**config.mk**
```make
export PLATFORM = sky130hd
export DESIGN_NAME = fetch_sequencer
export DESIGN_NICKNAME = d
export VERILOG_FILES = /design/src/rtl/fetch_sequencer.sv
export SDC_FILE = /design/constraint.sdc
export NUM_CORES = 1
export LEC_CHECK = 0
export CAP_MARGIN = 20
export CORE_MARGIN = 2
export CORE_UTILIZATION = 42
export CTS_CLUSTER_SIZE = 8
export DETAILED_ROUTE_END_ITERATION = 6
export GPL_TIMING_DRIVEN = 0
export PLACE_DENSITY = 0.78
export SYNTH_ARGS = -nofsm -noshare
export SYNTH_HDL_FRONTEND = slang
export SYNTH_SLANG_ARGS = --single-unit
```
**constraint.sdc**
```tcl
create_clock -name clk -period 1.8 [get_ports clk]
set_clock_uncertainty 0.15 [all_clocks]
set_input_delay 0.27 -clock clk [delete_from_list [all_inputs] [get_ports clk]]
set_output_delay 0.27 -clock clk [all_outputs]
set_load 0.01 [all_outputs]
```
**src/rtl/fetch_sequencer.sv**
```systemverilog
// Instruction-fetch controller: reads a big-endian 16-bit instruction as two bytes
// from a byte-wide memory, then holds it for decode under a valid/ready handshake.
module fetch_sequencer #(
  parameter int unsigned ADDR_W    = 8,
  parameter int unsigned MEM_BYTES = 16,
  parameter int unsigned RESET_PC  = 0
) (
  input  logic              clk,
  input  logic              reset,
  output logic [ADDR_W-1:0] mem_addr,
  input  logic [7:0]        mem_rdata,
  output logic [15:0]       instr,
  output logic [ADDR_W-1:0] instr_pc,
  output logic              instr_valid,
  input  logic              instr_ready,
  input  logic              redirect_valid,
  input  logic [ADDR_W-1:0] redirect_pc,
  input  logic              halt,
  output logic              busy
);

  localparam logic [ADDR_W-1:0] PC_MASK  = ADDR_W'(MEM_BYTES - 1);
  localparam logic [ADDR_W-1:0] PC_RESET = ADDR_W'(RESET_PC);

  typedef enum logic [1:0] {
    F_HI = 2'd0,
    F_LO = 2'd1,
    HOLD = 2'd2
  } state_t;

  state_t              state_q, state_d;
  logic [ADDR_W-1:0]   pc_q, pc_d;
  logic [7:0]          hi_q, hi_d;
  logic [15:0]         instr_q, instr_d;
  logic [ADDR_W-1:0]   ipc_q, ipc_d;
  logic                valid_q, valid_d;

  always_ff @(posedge clk or negedge reset) begin
    if (!reset) begin
      state_q <= F_HI;
      pc_q    <= PC_RESET & PC_MASK;
      hi_q    <= '0;
      instr_q <= '0;
      ipc_q   <= '0;
      valid_q <= 1'b0;
    end else begin
      state_q <= state_d;
      pc_q    <= pc_d;
      hi_q    <= hi_d;
      instr_q <= instr_d;
      ipc_q   <= ipc_d;
      valid_q <= valid_d;
    end
  end

  always_comb begin
    state_d = state_q;
    pc_d    = pc_q;
    hi_d    = hi_q;
    instr_d = instr_q;
    ipc_d   = ipc_q;
    valid_d = valid_q;

    // Redirect overrides everything, including a coincident handshake in HOLD:
    // the held instruction is dropped (or counted as consumed) and the target wins over pc+2.
    if (redirect_valid) begin
      pc_d    = {redirect_pc[ADDR_W-1:1], 1'b0} & PC_MASK;
      valid_d = 1'b0;
      state_d = F_HI;
    end else begin
      unique case (state_q)
        F_HI: begin
          if (!halt) begin
            hi_d    = mem_rdata;
            state_d = F_LO;
          end
        end
        F_LO: begin
          instr_d = {hi_q, mem_rdata};
          ipc_d   = pc_q;
          valid_d = 1'b1;
          state_d = HOLD;
        end
        HOLD: begin
          if (instr_ready) begin
            valid_d = 1'b0;
            pc_d    = (pc_q + ADDR_W'(2)) & PC_MASK;
            state_d = F_HI;
          end
        end
        default: state_d = F_HI;
      endcase
    end
  end

  always_comb begin
    mem_addr = pc_q;
    if (state_q == F_LO) mem_addr = (pc_q + ADDR_W'(1)) & PC_MASK;
  end

  assign busy        = (state_q != HOLD);
  assign instr       = instr_q;
  assign instr_pc    = ipc_q;
  assign instr_valid = valid_q;

endmodule

```
==> impl_metrics.tcl <==
set metrics [dict create \
    io_pins 55 \
    final_util_pct 66.4 \
    clock_sinks 33 \
    crit_arrival_ns 1.33 \
    ir_drop_mv 0.821 \
    port_buffers 39 \
    drtAntennaViolNets 0 \
    status "completed" \
    hold_class "input port to flop" \
    synth_top_area_share_pct 59.2 \
    synth_area_sq_mm 0.00139 \
    cp_max_fo 2 \
    cp.required_ns 1.38 \
    rsz0062_at_grt "no" \
    layout_common_cells "36 x clkdlybuf4s50_1, 31 x dfrtp_1, 29 x mux2_2, 21 x buf_4, 9 x conb_1" \
    dp_slack_ns -0.266 \
    cts_max_path_buffers 2 \
    syn_inst 95 \
    cts_tree "done" \
    dp_hpwl_um 1940 \
    grt_max_degree 18 \
    final-hold-violation-count 0 \
    power.leakage_nw 0.919 \
    first_pass_iters 3 \
    via_per_inst 4.53 \
    synth_top_area_cell "dfrtp_1" \
    cts_root_buffer "clkbuf_4" \
    ys_seq_area_share_pct 59.2 \
    fmax_mhz 572 \
    synth.area.top_cells "dfrtp_1 59%, mux2_2 23%, buf_4 6.5%" \
    critPathLaunchType "flop" \
    crit_path_end_kind "output pin" \
    critical_path_class "flop to output pin" \
    power.density_mw_per_mm2 1140 \
    die_x_um 61.6 \
    rows 20 \
    initial_utilization_pct 44.9 \
    worstMarginPinSlew_ns 0.819 \
    area_growth_pct 47.8 \
    fin_ws_ns 0.0513 \
    ys_seq_elements 33 \
    drive_above_1_share_pct 40.0 \
    first_global_vias 909 \
    core_sq_mm 0.00310 \
    wl_per_cell_um 13.5 \
    yosys_warnings 0 \
    cts_buffers 5 \
    fin_cells 204 \
    antenna_found_initial 0 \
    avgSynthCellArea_sq_um 14.7 \
    dieArea_sq_mm 0.00380 \
    clk_pin_slew_ns 0.10 \
    maxCapViolCount 0 \
    htree_num_levels 2 \
    via_count 924 \
    dr.first_iter.drc_count 10 \
    dpl.cell_count 187 \
    synth_cell_types 19 \
    die_h_um 61.6 \
    track_usage_pct 17.3 \
    insertion_delay_ns 0.33 \
    wirelength_um 2760 \
    place_congestion 0.704 \
    final_common_cell "clkdlybuf4s50_1" \
    diodes 0 \
    worst_slew_margin_rel_pct 45.2 \
    overflow 0 \
    slew_viol_final 0 \
    min_period_ns 1.75 \
    setup_viol 0 \
    route.detailed.drc 0 \
    min_period_over_period_pct 97.2 \
    grt_pass1_wl_um 4550 \
    finalNetCount 181 \
]
## routing by layer
layer	track usage, %	part of all wire [%]
met2	28.4	53
met5	0	0
met4	4.56	0.91
met3	8.82	9.3
met1	19.9	37
## synthesized netlist by cell type
cell,n
dfrtp_1,33
mux2_2,29
buf_4,12
o21ai_0,3
nand2_1,2
nor2_1,2
xor2_1,2
buf_2,1
buf_6,1
clkbuf_1,1
conb_1,1
ha_1,1
nand2b_1,1
nand3b_1,1
nand4b_1,1
nor2b_1,1
nor3b_1,1
nor4_4,1
o21ba_2,1
## worst max-delay path, cell delays in order, from the launching register on
cell             delay [ns]
dfrtp_1                0.37
buf_4                  0.11
clkdlybuf4s50_1        0.52
## stage by stage
step                      total power [mW]  cell area [sq um]  TNS, ns  hold slack [ns]
after floorplan                       1.35               1420        0           -0.176
after CTS                             2.36               2010        0          0.00965
final                                 2.35               2060        0           0.0162
after detailed placement              1.77               1900    -2.07            0.336
after global placement                1.73               1870   -10.78            0.328
after global routing                  2.50               2060        0           0.0204
## report_power, final
part / leakage [nW] / internal [mW] / switching, mW
sequential: 0.395 / 0.933 / 0.0996
combinational: 0.478 / 0.484 / 0.254
clock: 0.0455 / 0.332 / 0.250
total: 0.919 / 1.75 / 0.603
## final timing paths
| kind | slack (ns) | start | cells past startpoint | end |
|---|---|---|---|---|
| worst max-delay path | 0.05 | pc_q[2] | 2 | mem_addr[2] |
| max in group asynchronous | 0.68 | reset | 2 | state_q[0] |
| worst min-delay path | 0.02 | redirect_valid | 2 | pc_q[3] |
| worst min register to register | 0.36 | hi_q[2] | 1 | instr[10] |
| min in group asynchronous | 0.25 | reset | 1 | instr[1] |
| worst max register to register | 0.09 | pc_q[2] | 5 | pc_q[2] |
## cells by family (layout without fill, tap and decap cells)
group           count (synthesis)  count (layout)  share of synthesized area [%]
compound gates                  4               4                           1.80
xor+xnor                        2               2                           1.26
fa+ha+maj                       1               1                          0.898
buf+inv                        15              72                           7.90
flops                          33              33                           59.2
mux                            29              29                           23.4
other cells                     1               9                          0.269
simple gates                   10              10                           5.21
## timing repair
action | in CTS | in global routing
setup endpoints to repair | 13 | 14
hold buffers | 1 | 0
buffers inserted | 3 | 5
resized for setup | 4 | 4
hold endpoints to repair | 2 | 0
## area by class of cell
cell class / instances / area (sq um)
Sequential cell: 33 / 828
Timing Repair Buffer: 49 / 488
Clock inverter: 1 / 30.0
Clock buffer: 7 / 55.1
Fill cell: 266 / 1040
Buffer: 15 / 113
Tap cell: 44 / 55.1
Multi-Input combinational cell: 55 / 490
## flip-flops by register name, indices dropped and copies added (netlist names)
name         count
pc_q             3
instr_valid      1
instr           16
state_q          2
hi_q             8
instr_pc         3
Power figures use the tool's default switching activity.
